`src/rtl/auto_seller_pkg.sv`:
```
// Shared types and 7-segment codes for the drink vending controller.
// Segment codes are active-low, bit 6 = a ... bit 0 = g.
package auto_seller_pkg;

  typedef enum logic [1:0] {
    IDLE,
    COLLECT,
    CHANGE
  } state_e;

  typedef enum logic [1:0] {
    NONE,
    COLA,
    TEA,
    MILK
  } item_e;

  localparam int B_HALF = 0;
  localparam int B_ONE  = 1;
  localparam int B_COLA = 2;
  localparam int B_TEA  = 3;
  localparam int B_MILK = 4;
  localparam int B_ACC  = 5;
  localparam int NBTN   = 6;

  localparam logic [6:0] SEG_0     = 7'h01;
  localparam logic [6:0] SEG_1     = 7'h4F;
  localparam logic [6:0] SEG_2     = 7'h12;
  localparam logic [6:0] SEG_3     = 7'h06;
  localparam logic [6:0] SEG_4     = 7'h4C;
  localparam logic [6:0] SEG_5     = 7'h24;
  localparam logic [6:0] SEG_6     = 7'h20;
  localparam logic [6:0] SEG_7     = 7'h0F;
  localparam logic [6:0] SEG_8     = 7'h00;
  localparam logic [6:0] SEG_9     = 7'h04;
  localparam logic [6:0] SEG_C     = 7'h31;
  localparam logic [6:0] SEG_T     = 7'h70;
  localparam logic [6:0] SEG_N     = 7'h6A;
  localparam logic [6:0] SEG_DASH  = 7'h7E;
  localparam logic [6:0] SEG_BLANK = 7'h7F;

endpackage

```
`src/rtl/seg7_scan.sv`:
```
// Four-digit multiplexed display: refresh counter, digit mux, decoder.
// Shows "d.d" from a half-unit value plus an item letter on digit 0.
module seg7_scan
  import auto_seller_pkg::*;
#(
  parameter int REFRESH_DIV = 2
) (
  input  logic       clk,
  input  logic       rst,
  input  logic [4:0] val_i,
  input  item_e      item_i,
  output logic [3:0] an_o,
  output logic [6:0] seg_o,
  output logic       dp_o
);

  logic [15:0] div_q, div_d;
  logic [1:0]  idx_q, idx_d;
  logic [3:0]  an_q, an_d;
  logic [6:0]  seg_q, seg_d;
  logic        dp_q, dp_d;
  logic [3:0]  int_dig;

  assign int_dig = 4'(val_i >> 1);

  function automatic logic [6:0] digit_seg(input logic [3:0] d);
    unique case (d)
      4'd0:    digit_seg = SEG_0;
      4'd1:    digit_seg = SEG_1;
      4'd2:    digit_seg = SEG_2;
      4'd3:    digit_seg = SEG_3;
      4'd4:    digit_seg = SEG_4;
      4'd5:    digit_seg = SEG_5;
      4'd6:    digit_seg = SEG_6;
      4'd7:    digit_seg = SEG_7;
      4'd8:    digit_seg = SEG_8;
      4'd9:    digit_seg = SEG_9;
      default: digit_seg = SEG_BLANK;
    endcase
  endfunction

  function automatic logic [6:0] item_seg(input item_e it);
    unique case (it)
      COLA:    item_seg = SEG_C;
      TEA:     item_seg = SEG_T;
      MILK:    item_seg = SEG_N;
      default: item_seg = SEG_DASH;
    endcase
  endfunction

  // Advance the slot counter and build the segments for the current slot.
  always_comb begin
    div_d = div_q + 16'd1;
    idx_d = idx_q;
    if (div_q == 16'(REFRESH_DIV - 1)) begin
      div_d = '0;
      idx_d = idx_q + 2'd1;
    end
    an_d  = ~(4'b0001 << idx_q);
    dp_d  = 1'b1;
    seg_d = SEG_BLANK;
    unique case (idx_q)
      2'd3: begin
        seg_d = digit_seg(int_dig);
        dp_d  = 1'b0;
      end
      2'd2:    seg_d = val_i[0] ? SEG_5 : SEG_0;
      2'd1:    seg_d = SEG_BLANK;
      default: seg_d = item_seg(item_i);
    endcase
  end

  // Digit enable and segments are registered together to avoid ghosting.
  always_ff @(posedge clk) begin
    if (rst) begin
      div_q <= '0;
      idx_q <= '0;
      an_q  <= 4'b1110;
      seg_q <= SEG_BLANK;
      dp_q  <= 1'b1;
    end else begin
      div_q <= div_d;
      idx_q <= idx_d;
      an_q  <= an_d;
      seg_q <= seg_d;
      dp_q  <= dp_d;
    end
  end

  assign an_o  = an_q;
  assign seg_o = seg_q;
  assign dp_o  = dp_q;

endmodule

```
`src/rtl/auto_seller_top.sv`:
```
// Drink vending controller top: button conditioning, sale FSM, display.
// Optional INPUT_DEBOUNCE_EN adds an 8-cycle stability filter per button.
module auto_seller_top
  import auto_seller_pkg::*;
#(
  parameter int PRICE_COLA  = 3,
  parameter int PRICE_TEA   = 4,
  parameter int PRICE_MILK  = 5,
  parameter int MAX_BAL     = 19,
  parameter int REFRESH_DIV = 2,
  parameter int CHANGE_HOLD = 4
) (
  input  logic       clk,
  input  logic       rst,
  input  logic       coin_half,
  input  logic       coin_one,
  input  logic       sell_cola,
  input  logic       sell_tea,
  input  logic       sell_milk,
  input  logic       account,
  output logic [3:0] an,
  output logic [6:0] a_to_g,
  output logic       DP
);

  logic [NBTN-1:0] btn_raw, sync1_q, sync2_q, ev;

  assign btn_raw = {account, sell_milk, sell_tea,
                    sell_cola, coin_one, coin_half};

  // Two-flop synchroniser for the asynchronous buttons.
  always_ff @(posedge clk) begin
    if (rst) begin
      sync1_q <= '0;
      sync2_q <= '0;
    end else begin
      sync1_q <= btn_raw;
      sync2_q <= sync1_q;
    end
  end

`ifdef INPUT_DEBOUNCE_EN
  logic [NBTN-1:0]      stab_q, stab_d, prev_q;
  logic [NBTN-1:0][2:0] cnt_q, cnt_d;

  // A level change is accepted only after 8 consecutive differing cycles.
  always_comb begin
    stab_d = stab_q;
    cnt_d  = cnt_q;
    for (int i = 0; i < NBTN; i++) begin
      if (sync2_q[i] == stab_q[i]) begin
        cnt_d[i] = '0;
      end else if (cnt_q[i] == 3'd7) begin
        stab_d[i] = sync2_q[i];
        cnt_d[i]  = '0;
      end else begin
        cnt_d[i] = cnt_q[i] + 3'd1;
      end
    end
  end

  // Filtered level plus its previous value for edge detection.
  always_ff @(posedge clk) begin
    if (rst) begin
      stab_q <= '0;
      cnt_q  <= '0;
      prev_q <= '0;
    end else begin
      stab_q <= stab_d;
      cnt_q  <= cnt_d;
      prev_q <= stab_q;
    end
  end

  assign ev = stab_q & ~prev_q;
`else
  logic [NBTN-1:0] prev_q;

  // Previous synchronised level for rising-edge detection.
  always_ff @(posedge clk) begin
    if (rst) prev_q <= '0;
    else     prev_q <= sync2_q;
  end

  assign ev = sync2_q & ~prev_q;
`endif

  state_e      state_q, state_d;
  item_e       item_q, item_d, sel;
  logic [4:0]  bal_q, bal_d;
  logic [4:0]  chg_q, chg_d;
  logic [15:0] hold_q, hold_d;
  logic [1:0]  coin_add;
  logic [5:0]  sum;

  function automatic logic [4:0] price_of(input item_e it);
    unique case (it)
      COLA:    price_of = 5'(PRICE_COLA);
      TEA:     price_of = 5'(PRICE_TEA);
      MILK:    price_of = 5'(PRICE_MILK);
      default: price_of = '0;
    endcase
  endfunction

  // Resolve simultaneous edges: one-unit coin beats half, cola > tea > milk.
  always_comb begin
    coin_add = 2'd0;
    if (ev[B_ONE])       coin_add = 2'd2;
    else if (ev[B_HALF]) coin_add = 2'd1;
    sel = NONE;
    if (ev[B_COLA])      sel = COLA;
    else if (ev[B_TEA])  sel = TEA;
    else if (ev[B_MILK]) sel = MILK;
  end

  assign sum = {1'b0, bal_q} + {4'b0, coin_add};

  // Sale FSM; account outranks every other edge in the same cycle.
  always_comb begin
    state_d = state_q;
    bal_d   = bal_q;
    item_d  = item_q;
    chg_d   = chg_q;
    hold_d  = hold_q;
    unique case (state_q)
      IDLE: begin
        if (!ev[B_ACC] && coin_add != 2'd0 &&
            sum <= 6'(MAX_BAL)) begin
          bal_d   = sum[4:0];
          state_d = COLLECT;
        end
      end
      COLLECT: begin
        if (ev[B_ACC]) begin
          chg_d   = bal_q - price_of(item_q);
          hold_d  = '0;
          state_d = CHANGE;
        end else if (coin_add != 2'd0) begin
          if (sum <= 6'(MAX_BAL)) bal_d = sum[4:0];
        end else if (sel != NONE &&
                     bal_q >= price_of(sel)) begin
          item_d = sel;
        end
      end
      default: begin
        if (hold_q == 16'(CHANGE_HOLD - 1)) begin
          state_d = IDLE;
          bal_d   = '0;
          item_d  = NONE;
          chg_d   = '0;
          hold_d  = '0;
        end else begin
          hold_d = hold_q + 16'd1;
        end
      end
    endcase
  end

  // Sale state registers.
  always_ff @(posedge clk) begin
    if (rst) begin
      state_q <= IDLE;
      bal_q   <= '0;
      item_q  <= NONE;
      chg_q   <= '0;
      hold_q  <= '0;
    end else begin
      state_q <= state_d;
      bal_q   <= bal_d;
      item_q  <= item_d;
      chg_q   <= chg_d;
      hold_q  <= hold_d;
    end
  end

  logic [4:0] disp_val;

  assign disp_val = (state_q == CHANGE) ? chg_q : bal_q;

  seg7_scan #(
    .REFRESH_DIV(REFRESH_DIV)
  ) u_scan (
    .clk   (clk),
    .rst   (rst),
    .val_i (disp_val),
    .item_i(item_q),
    .an_o  (an),
    .seg_o (a_to_g),
    .dp_o  (DP)
  );

endmodule

```
`config.mk`:
```
export PLATFORM = sky130hd
export DESIGN_NAME = auto_seller_top
export DESIGN_NICKNAME = d
export VERILOG_FILES = /design/src/rtl/auto_seller_pkg.sv /design/src/rtl/seg7_scan.sv /design/src/rtl/auto_seller_top.sv
export SDC_FILE = /design/constraint.sdc
export NUM_CORES = 1
export LEC_CHECK = 0
export CORE_AREA = 2 2 96 98
export CTS_CLUSTER_DIAMETER = 200
export DETAILED_ROUTE_END_ITERATION = 12
export DIE_AREA = 0 0 98 100
export SYNTH_ARGS = -nofsm -noshare
export SYNTH_HDL_FRONTEND = slang
export SYNTH_HIERARCHICAL = 1
export SYNTH_SLANG_ARGS = --single-unit
```
`constraint.sdc`:
```
create_clock -name clk -period 3.3 [get_ports clk]
set_input_delay 0.66 -clock clk [delete_from_list [all_inputs] [get_ports clk]]
set_output_delay 0.66 -clock clk [all_outputs]
set_load 0.01 [all_outputs]
```
# Word level (Yosys, flattened, before mapping)
# Memories as Yosys holds them, arrays and structs flattened.
# Index checks and enable logic that the tools add are counted.
[totals] out_inout_bits=12 n_memories=1 in_bits=8 reg_bits=78 elab_cells=97 romBits=112
[op_classes] shift=1 order_cmp=2 addsub=5 n_bitwise=4 reduce_logical=15 n_mux=36 n_eq_ne=20
[memory_table] name="(name not given)" depth=16 width=7 read_ports=1 rd_clocked_by_memory_dff=0 write_ports=0 line="seg7_scan.sv:27" source="unique case (d)"
[ops] operator="5-bit 2-to-1 mux" n=12
[ops] operator="7-bit one-hot mux with 3 select lines" n=2
[ops] operator="16-bit by 1-bit adder with 16-bit output, second input constant" n=2
[ops] operator="16-bit 2-to-1 mux" n=2
[ops] operator="16-bit one-hot mux with 2 select lines" n=1
[ops] operator="2-bit 2-to-1 mux" n=10
[ops] operator="5-bit one-hot mux with 2 select lines" n=2
[ops] operator="3-bit one-hot mux with 3 select lines" n=2
[ops] operator="16-bit by 1-bit equality test with 1-bit output, second input constant" n=1
[ops] operator="16-bit by 2-bit equality test with 1-bit output, second input constant" n=1
[ops] operator="2-bit equality test, second input constant" n=7
[ops] operator="2-bit != test, second input constant" n=7
[ops] operator="5-bit AND reduction" n=2
[ops] operator="2-bit by 1-bit equality test with 1-bit output, second input constant" n=4
[ops] operator="2-bit one-hot mux with 2 select lines" n=2
[ops] operator="5-bit by 2-bit adder with 6-bit output" n=1
[ops] operator="6-bit bitwise AND" n=1
[ops] operator="6-bit by 5-bit less-or-equal comparator with 1-bit output, second input constant" n=1
[ops] operator="6-bit 2-to-1 mux" n=1
[ops] operator="6-bit NOT" n=1
[ops] operator="3-bit AND reduction" n=2
[ops] operator="2-bit nonzero test" n=3
[ops] operator="5-bit greater-or-equal comparator" n=1
[ops] operator="5-bit subtractor" n=1
[ops] operator="other kinds (11)" n=14

# Logic depth before layout (Yosys ltp)
# Gate-level depths: netlist (run 1).
[depth] ltp_word=16 ltp_mapped=9 mapped_depth_nobuf=9

# By module
# The synthesis (run 1) kept the hierarchy.
[modules_own_cells] module="auto_seller_top" n_inst=1 cells_per_inst=255 seq_area_each_um2=960.9 area_each_um2=2351.0
[modules_own_cells] module="seg7_scan" n_inst=1 cells_per_inst=170 seq_area_each_um2=580.6 area_each_um2=1537.7

# Worst setup path before layout (run 1)
# No wires, ideal clock.
[synth_timing] path_type="register -> register" start="register sync2_q[1]" end="register bal_q[3]" n_path_buf=0 period_less_slack_ps=2505 path_slack_ps=795 arrival_ps=2386 required_time_ps=3180 stages_incl_launch_ff=10 setup_ps=120 path_cell_list="dfxtp_1 > nor2b_1 > nor3b_1 > ha_1 > fa_1 > nor3_1 > a31oi_1 > a2111oi_4 > a31oi_1 > a211o_1"
[synth_between] elab_chain_len=7 word_cells_on_any_way=16 cone_classes="1 x add/sub; 1 x order compare; 3 x eq/ne; 6 x mux; 1 x bitwise; 4 x reduce/logical"
[synth_rtl] element="start, declared" line="auto_seller_top.sv:26" source="logic [NBTN-1:0] btn_raw, sync1_q, sync2_q, ev;"
[synth_rtl] element="start signal, assigned" line="auto_seller_top.sv:38" source="sync2_q <= sync1_q;"
[synth_rtl] element="6-bit bitwise AND (*)" line="auto_seller_top.sv:85" source="assign ev = sync2_q & ~prev_q;"
[synth_rtl] element="2-bit 2-to-1 mux (*)" line="auto_seller_top.sv:108" source="if (ev[B_ONE]) coin_add = 2'd2;"
[synth_rtl] element="5-bit by 2-bit adder with 6-bit output / 2-bit nonzero test (equally long branches)" line="auto_seller_top.sv:116, auto_seller_top.sv:127, auto_seller_top.sv:138"
[synth_rtl] element="6-bit by 5-bit less-or-equal comparator with 1-bit output, or another cell as far along" line="auto_seller_top.sv:128, auto_seller_top.sv:139"
[synth_rtl] element="1-bit logical AND / 5-bit 2-to-1 mux (equally long branches)" line="auto_seller_top.sv:127, auto_seller_top.sv:138"
[synth_rtl] element="2-bit != test (no line) / 5-bit 2-to-1 mux (equally long branches)"
[synth_rtl] element="5-bit AND reduction (no line) / 5-bit one-hot mux with 2 select lines (equally long branches)"
[synth_rtl] element="end signal, assigned" line="auto_seller_top.sv:169" source="bal_q <= bal_d;"
[synth_rtl] element="end, declared" line="auto_seller_top.sv:90" source="logic [4:0] bal_q, bal_d;"
# Every way passes the cells marked *; elsewhere a longest branch is shown, timed or not. The select of a mux whose other input is x is not followed.
# A chain may end at the register's enable or synchronous reset.

# Final worst setup path (run 1)
# Same ends and word-level chain as after synthesis.

==> results of run 1 <==
==> layout by cell type (no fill, tap or decap), types with 9 or more instances in the layout <==
cell type	instances
ha_1	26
a31oi_1	9
nor3_1	10
xnor2_1	19
clkdlybuf4s50_1	19
nor2_1	39
clkbuf_8	9
nand2_1	27
a21oi_1	13
dfxtp_1	77
nor2b_1	24
inv_1	22
nand2b_1	11
nand3_1	18
nor4_1	12
==> layout make-up <==
cell class	instances	share of cell area [%]
multi-input combinational	308	49.83
sequential	77	35.69
timing repair buffer	22	4.925
inverter	22	1.912
tap	111	3.216
clock inverter	6	1.477
clock buffer	10	2.955
==> cells by family after synthesis <==
logic type | count (synthesis) | synth area share (%)
and+or+nand+nor | 183 | 25.93
xor gates and xnor gates | 25 | 5.631
muxes | 9 | 2.510
DFF | 77 | 39.64
AOI/OAI and AO/OA | 63 | 11.87
buffers and inverters | 40 | 5.019
adders and majority gates | 28 | 9.395
==> report_power, final <==
| part | leakage (nW) | switching [mW] | total, mW | internal, mW |
|---|---|---|---|---|
| Clock | 0.0923 | 0.352 | 0.701 | 0.348 |
| Combinational | 0.862 | 0.0997 | 0.196 | 0.0960 |
| Sequential | 0.626 | 0.0268 | 0.995 | 0.969 |
==> worst max-delay path: cells and delay by family, from the launching register on <==
kind	cells	cell delay [ps]
compound gates	4	1120
fa+ha+maj	2	680
simple gates	3	540
flops	1	320
==> flip-flops by register name (all words and copies together), names as in the netlist <==
signal        cells
item_q            2
prev_q            6
u_scan/idx_q      2
sync2_q           6
u_scan/an_o       4
state_q           2
chg_q             5
sync1_q           6
u_scan/seg_o      7
hold_q           16
u_scan/div_q     16
bal_q             5
==> metrics by stage <==
stage | worst slack, ps | utilization, % | area [um2] | std cells | total power [mW]
final | 532.6 | 48.59 | 4319 | 556 | 1.892
after global routing | 336.2 | 48.59 | 4319 | 556 | 1.985
after CTS | 548.9 | 48.59 | 4319 | 556 | 1.915
after detailed placement | 574.8 | 46.43 | 4128 | 540 | 1.214
after global placement | 647.6 | 46.43 | 4128 | 540 | 1.210
after floorplan | 794.5 | - | 3889 | 425 | 1.144
==> worst paths after layout <==
kind / end / from
min reg2reg: sync2_q[1]$_SDFF_PP0_ / sync1_q[1]$_SDFF_PP0_
max: bal_q[3]$_SDFFE_PP0P_ / sync2_q[1]$_SDFF_PP0_
max reg2reg: bal_q[3]$_SDFFE_PP0P_ / sync2_q[1]$_SDFF_PP0_
min: sync2_q[1]$_SDFF_PP0_ / sync1_q[1]$_SDFF_PP0_
==> layer usage <==
layer / vias up / routed length, um / global-route usage (%)
met5: - / 0 / 0
met4: 0 / 114 / 6.517
met3: 10 / 263 / 2.925
met2: 64 / 3303 / 25.13
met1: 1343 / 3701 / 21.67
li1: 1511 / - / -
==> flow_summary.ini, run 1 <==
[outcome]
status = complete, no violations

[detailed_routing]
routed_via_density = 5.266
drt_iter0_markers = 86
wl_um = 7383
dr.pass1.iters = 4
wire_per_inst_um = 13.28
drc = 0
ant_nets = 0
vias = 2928

[sta]
min_period_over_period_pct = 83.86
hold_slack_ps = 438.6
skew_ps = 13.21
period_minus_slack_ps = 2767
worstMarginPinSlew_ps = 907.9
hold_viol_final = 0
slew_headroom_pct = 39.25
tns_ps = 0
rsz0062_at_grt = no
max_freq_mhz = 361.3
slew_violations = 0
finalSetupViolations = 0

[die]
fp.dieArea_um2 = 9800
core_area_um2 = 8890
die_h_um = 100
rows = 35
start_util_pct = 43.74
dieWidth_um = 98
io_pins = 20

[logic_synthesis]
synthTopCellsByArea = dfxtp_1, ha_1, xnor2_1
synthTopCellsByCount = dfxtp_1, nor2_1, nand2_1
synth_edf_count = 0
synth_ff_type = dfxtp_1
synth.most_common_cell = dfxtp_1
synth_area_leader_cell = dfxtp_1
ys_types = 60
syn-mean-instance-area_um2 = 9.150
ys_async_sr_fraction_pct = 0
syn_nets = 461
ys_ff_latch = 77
syn_area_um2 = 3889
seq_area_frac_synth_pct = 39.64
yosysWarnings = 6
yosysTopAreaCellShare_pct = 39.64
synthCells = 425

[critical_path]
startpoint_type = flip-flop
worst_setup_path_end_kind = flip-flop
slowest_stage = a2111oi_4
cp.required_ps = 3530
worstPathArrival_ps = 3000
r2r_slack_ps = 530
crit_fanout = 8
crit_top_cell = a31oi_1
path_cells = nor2b_1, nor3b_1, ha_1, fa_1, nor3_1, a31oi_1, a2111oi_4, a31oi_1, a211o_1
reg2regPathDepth = 9
worstSetupPathType = reg -> reg
max_stage_delay_ps = 590

[pwr]
power_leakage_nw = 1.580
powerDensity_nw_per_um2 = 438.0
ir_worst_vdd_mv = 0.2134

[finish]
multi_input_area_um2 = 2152
fill_cells = 877
area_growth_syn_to_layout_pct = 11.07
diodes = 0
regArea_um2 = 1541
drive_above_1_share_pct = 9.888
fin_nets = 476

[global_route]
grt_max_degree = 32
grt_pass1_vias = 2750
grt_pass1_wl_um = 12840
overflow = 0
antenna_found_initial = 0
track_usage_pct = 15.94

[worst_hold_path]
min_path_cells = 1
hold_class = reg -> reg

[clock_network]
cts.sinks = 77
cts-hold-fix-buffers = 0
cts_max_path_buffers = 2
cts_root_buffer = clkbuf_8
cts_buffers = 9
clk_latency_ps = 350
ctsHtreeMaxLevel = 3
postCtsResizedCells = 0
clkTransAtPathRegs_ps = 80
post_cts_buffers = 0
cts_tree = done

[run]
cap_violations = 0

[placement]
place.gp.congestion = 0.7895
port_buffers = 19
dp.final_hpwl_um = 5164
No activity file was read; power rests on OpenSTA's default activity.
==> inputs of run 2 (changes only) <==
==> constraint.sdc (replaced) <==
create_clock -name clk -period 2.4 [get_ports clk]
set_input_delay 0.48 -clock clk [delete_from_list [all_inputs] [get_ports clk]]
set_output_delay 0.48 -clock clk [all_outputs]
set_load 0.01 [all_outputs]
==> run 2 against run 1 <==
Critical path depth increased by 1. Sequential cell count unchanged. Die area unchanged. Non-clock buffer count increased by 11. Global-route usage increased by 0.37 points. Count of clock-buffer cells in the layout unchanged. Cell count increased by 2.0%. Sequential share of layout area decreased by 0.83 points.
==> flow_summary.ini, run 2 (synthesis gave the netlist of run 1 again) <==
[global_route]
grt_pass1_vias = 2737
track_usage_pct = 16.31
overflow = 0
grt_max_degree = 49
antenna_found_initial = 0
grt_pass1_wl_um = 13130

[finish]
regArea_um2 = 1543
fin_nets = 487
final_cells = 567
multi_input_area_um2 = 2178
layout_commonest_cell = dfxtp_1
area_growth_syn_to_layout_pct = 13.80
utilization_pct = 49.78
layout_common_cells = dfxtp_1, nor2_1, nand2_1
diodes = 0
fill_cells = 868
drive_above_1_share_pct = 13.60

[critical_path]
worstSetupPathType = reg -> reg
worstPathArrival_ps = 2620
startpoint_type = flip-flop
crit_fanout = 5
worst_setup_path_end_kind = flip-flop
cp.required_ps = 2690

[clock_network]
clkTransAtPathRegs_ps = 80
cts_tree = done
cts_root_buffer = clkbuf_8
clk_latency_ps = 350
cts-hold-fix-buffers = 0
cts_max_path_buffers = 2
ctsHtreeMaxLevel = 3
cts.sinks = 77
cts_buffers = 9

[sta]
min_period_over_period_pct = 96.77
hold_viol_final = 0
rsz0062_at_grt = yes
period_minus_slack_ps = 2322
finalSetupViolations = 0
slew_headroom_pct = 62.43
skew_ps = 13.99
max_freq_mhz = 430.6
worstMarginPinSlew_ps = 549.4
slew_violations = 0

[run]
cap_violations = 0

[detailed_routing]
drt_iter0_markers = 196
wl_um = 7621
wire_per_inst_um = 13.44
dr.pass1.iters = 4
drc = 0
routed_via_density = 5.314
vias = 3013
ant_nets = 0

[die]
dieWidth_um = 98
fp.dieArea_um2 = 9800
die_h_um = 100
io_pins = 20
core_area_um2 = 8890
rows = 35
start_util_pct = 43.74

[placement]
dp.final_hpwl_um = 5476
placedCellCount = 548
place.gp.congestion = 0.7952
port_buffers = 19

[worst_hold_path]
hold_class = reg -> reg

[pwr]
ir_worst_vdd_mv = 0.2733
powerDensity_nw_per_um2 = 575.2
power_leakage_nw = 1.623

[outcome]
status = complete, no violations
-- run 2: final timing paths --
check	slack, ps	end	from	cells past startpoint
max	80	bal_q[3]$_SDFFE_PP0P_	sync2_q[1]$_SDFF_PP0_	10
min	440	sync2_q[3]$_SDFF_PP0_	sync1_q[3]$_SDFF_PP0_	1
max reg2reg	80	bal_q[3]$_SDFFE_PP0P_	sync2_q[1]$_SDFF_PP0_	10
min reg2reg	440	sync2_q[3]$_SDFF_PP0_	sync1_q[3]$_SDFF_PP0_	1
-- run 2: per-layer routing --
layer / up-vias / global-route usage, % / part of all wire (%)
li1: 1543 / - / -
met1: 1406 / 22.31 / 49
met2: 58 / 25.55 / 46
met3: 6 / 3.969 / 3.5
met4: 0 / 5.128 / 1.0
met5: - / 0 / 0
-- run 2: report_power, final --
group          switching [mW]  internal [mW]
registers              0.0361           1.33
clock network           0.506          0.383
logic                   0.144          0.145
total                   0.686           1.86
-- run 2: timing repair --
action | in CTS | in global routing
endpoints found under the hold margin | 0 | 0
setup endpoints to repair | 0 | 8
gates resized for setup | 0 | 7
setup buffers | 0 | 3
-- run 2: through the flow --
step	instance area, um2	setup slack, ps	hold slack [ps]	total power [mW]	setup TNS, ps
floorplan	3891	33.59	413.8	1.573	0
global placement	4203	102.6	420.8	1.681	0
detailed placement	4203	63.18	423.1	1.685	0
CTS	4378	32.60	445.4	2.577	0
global route	4425	-24.53	451.5	2.668	-42.06
finish	4425	77.57	441.1	2.545	0
-- run 2: area by class of cell --
class                           count  area share, %
Multi-Input combinational cell    308          49.22
Timing Repair Buffer               33          6.955
Clock buffer                       10          2.884
Sequential cell                    77          34.86
Clock inverter                      6          1.074
Inverter                           22          1.866
Tap cell                          111          3.138
-- run 2: worst max-delay path, stage by stage, from the launching register on --
cell and delay, ps:
dfxtp_2 330, nor2b_4 130, nor3b_1 60, ha_2 190, fa_2 400, nor3_2 150
a31oi_2 70, a2111oi_4 450, buf_4 200, and4_2 210, a211o_1 80
==> inputs of run 3 (changes only) <==
==> constraint.sdc (replaced) <==
create_clock -name clk -period 2.16 [get_ports clk]
set_input_delay 0.432 -clock clk [delete_from_list [all_inputs] [get_ports clk]]
set_output_delay 0.432 -clock clk [all_outputs]
set_load 0.01 [all_outputs]
==> run 3 against run 2 <==
The flow now finishes with violations (negative setup slack). Die area stayed put. Sequential share of layout area down 1.5 points. Maximum frequency is 1.4% higher. Critical endpoint is now bal_q[1]$_SDFFE_PP0P_.
==> flow_summary.ini, run 3 (synthesis gave the netlist of run 1 again) <==
[sta]
min_period_over_period_pct = 106.0
skew_ps = 9.273
finalSetupViolations = 6
tns_ps = -587.4
rsz0062_at_grt = yes
slew_violations = 0
worstMarginPinSlew_ps = 570.3
slew_headroom_pct = 61.00
finalWorstSetupSlack_ps = -129.8
period_minus_slack_ps = 2290
max_freq_mhz = 436.7
hold_viol_final = 0

[global_route]
antenna_found_initial = 0
use_met3_pct = 4.387
busiest_layer = met2
grt_pass1_vias = 2830
globalRouteMet1Util_pct = 22.10
grt_pass1_wl_um = 13380
overflow = 0
grt_use_met2_pct = 26.98
grt_max_degree = 38
track_usage_pct = 16.67

[die]
fp.dieArea_um2 = 9800
dieWidth_um = 98
die_h_um = 100
rows = 35
core_area_um2 = 8890
io_pins = 20
start_util_pct = 43.74

[finish]
fin_nets = 501
diodes = 0
area_growth_syn_to_layout_pct = 18.79
final_cells = 581
layout_common_cells = dfxtp_1, nor2_1, nand2_1
utilization_pct = 51.96
layout_commonest_cell = dfxtp_1
fin_area_um2 = 4619
drive_above_1_share_pct = 17.02

[detailed_routing]
ant_nets = 0
drt_iter0_markers = 120
vias = 3057
drc = 0
routed_via_density = 5.262
dr.pass1.iters = 6
wire_per_inst_um = 13.36
wl_um = 7762

[critical_path]
cp-endpoint = bal_q[1]$_SDFFE_PP0P_
critPathTopFamily = compound AO/OA/AOI/OAI gates
reg2reg_to = bal_q[1]$_SDFFE_PP0P_
cp.required_ps = 2410
crit_fanout = 4
worstPathArrival_ps = 2540
startpoint_type = flip-flop
worst_setup_path_end_kind = flip-flop
reg2regPathDepth = 10
path_cells = nor2b_4, nor3b_2, ha_2, fa_2, nor3_4, a31oi_2, a2111oi_4, buf_4, o22ai_2, a22o_1
r2r_start = sync2_q[1]$_SDFF_PP0_
slowest_stage = fa_2
worstSetupPathType = reg -> reg
cp-startpoint = sync2_q[1]$_SDFF_PP0_
path_buf_inv = 1
r2r_slack_ps = -130
max_stage_delay_ps = 410
path_depth = 10

[pwr]
intPower_mw = 2.335
p_seq_share_pct = 49.2
clkPwrFrac_pct = 39.8
ir_worst_vdd_mv = 0.2896
power_leakage_nw = 1.750
switching_power_mw = 0.7455
p_comb_share_pct = 11.0
powerDensity_nw_per_um2 = 666.9
swShare_pct = 24.20

[clock_network]
ctsHtreeMaxLevel = 3
clk_latency_ps = 350
cts_root_buffer = clkbuf_8
cts_tree = done
cts.sinks = 77
clkTransAtPathRegs_ps = 80
cts-hold-fix-buffers = 0
cts_buffers = 9
cts_max_path_buffers = 2

[placement]
dp.final_hpwl_um = 5555
place.gp.congestion = 0.8130
port_buffers = 19
place_area_um2 = 4323
placedCellCount = 562

[outcome]
status = complete, but fails checks
violations = negative setup slack

[worst_hold_path]
hold_class = reg -> reg
min_path_cells = 1

[run]
cap_violations = 0
## run 3: cell types whose count changed in the layout (fill, tap and decap cells not counted), moves of 2 or more
cell / previous run / this run
buf_4: 13 / 26
bufinv_16: 0 / 2
clkinvlp_4: 4 / 2
inv_6: 2 / 0
## run 3: power groups by stage
stage	Sequential, mW	Clock [mW]	Combinational, mW
floorplan	1.56	0	0.191
global placement	1.55	0	0.332
detailed placement	1.55	0	0.335
CTS	1.52	1.26	0.338
global route	1.52	1.32	0.376
finish	1.51	1.23	0.340
## run 3: cell type report
type | instances | area, um2
Fill cell | 835 | 4270
Clock inverter | 5 | 83.83
Inverter | 22 | 82.58
Sequential cell | 77 | 1543
Multi-Input combinational cell | 308 | 2213
Tap cell | 111 | 138.9
Timing Repair Buffer | 47 | 416.7
Clock buffer | 11 | 141.4
## run 3: worst min path at each step
stage	endpoint	slack [ps]	start
3_5_place_dp	sync2_q[5]$_SDFF_PP0_	420	sync1_q[5]$_SDFF_PP0_
6_report	sync2_q[2]$_SDFF_PP0_	450	sync1_q[2]$_SDFF_PP0_
4_1_cts	sync2_q[2]$_SDFF_PP0_	450	sync1_q[2]$_SDFF_PP0_
2_1_floorplan	sync2_q[0]$_SDFF_PP0_	410	sync1_q[0]$_SDFF_PP0_
3_3_place_gp	sync2_q[2]$_SDFF_PP0_	420	sync1_q[2]$_SDFF_PP0_
5_1_grt	sync2_q[3]$_SDFF_PP0_	470	sync1_q[3]$_SDFF_PP0_
## run 3: repair_timing
item / in CTS / in global routing
setup endpoints to repair: 8 / 13
gates resized for setup: 5 / 7
pin swaps: 1 / 2
setup buffers: 2 / 1
## run 3: stage by stage
stage	power, mW	setup slack [ps]	hold WS (ps)
after floorplan	1.749	-66.28	413.8
after global placement	1.878	-16.47	417.7
after detailed placement	1.883	-97.79	423.9
after CTS	3.112	-117.7	447.2
after global routing	3.220	-276.9	468.0
final	3.081	-129.8	445.6
## run 3: layer usage
metal  up-vias  part of all wire (%)
li1       1562                     -
met1      1436                    49
met2        52                    46
met3         7                   3.3
met4         0                  0.98
met5         -                     0
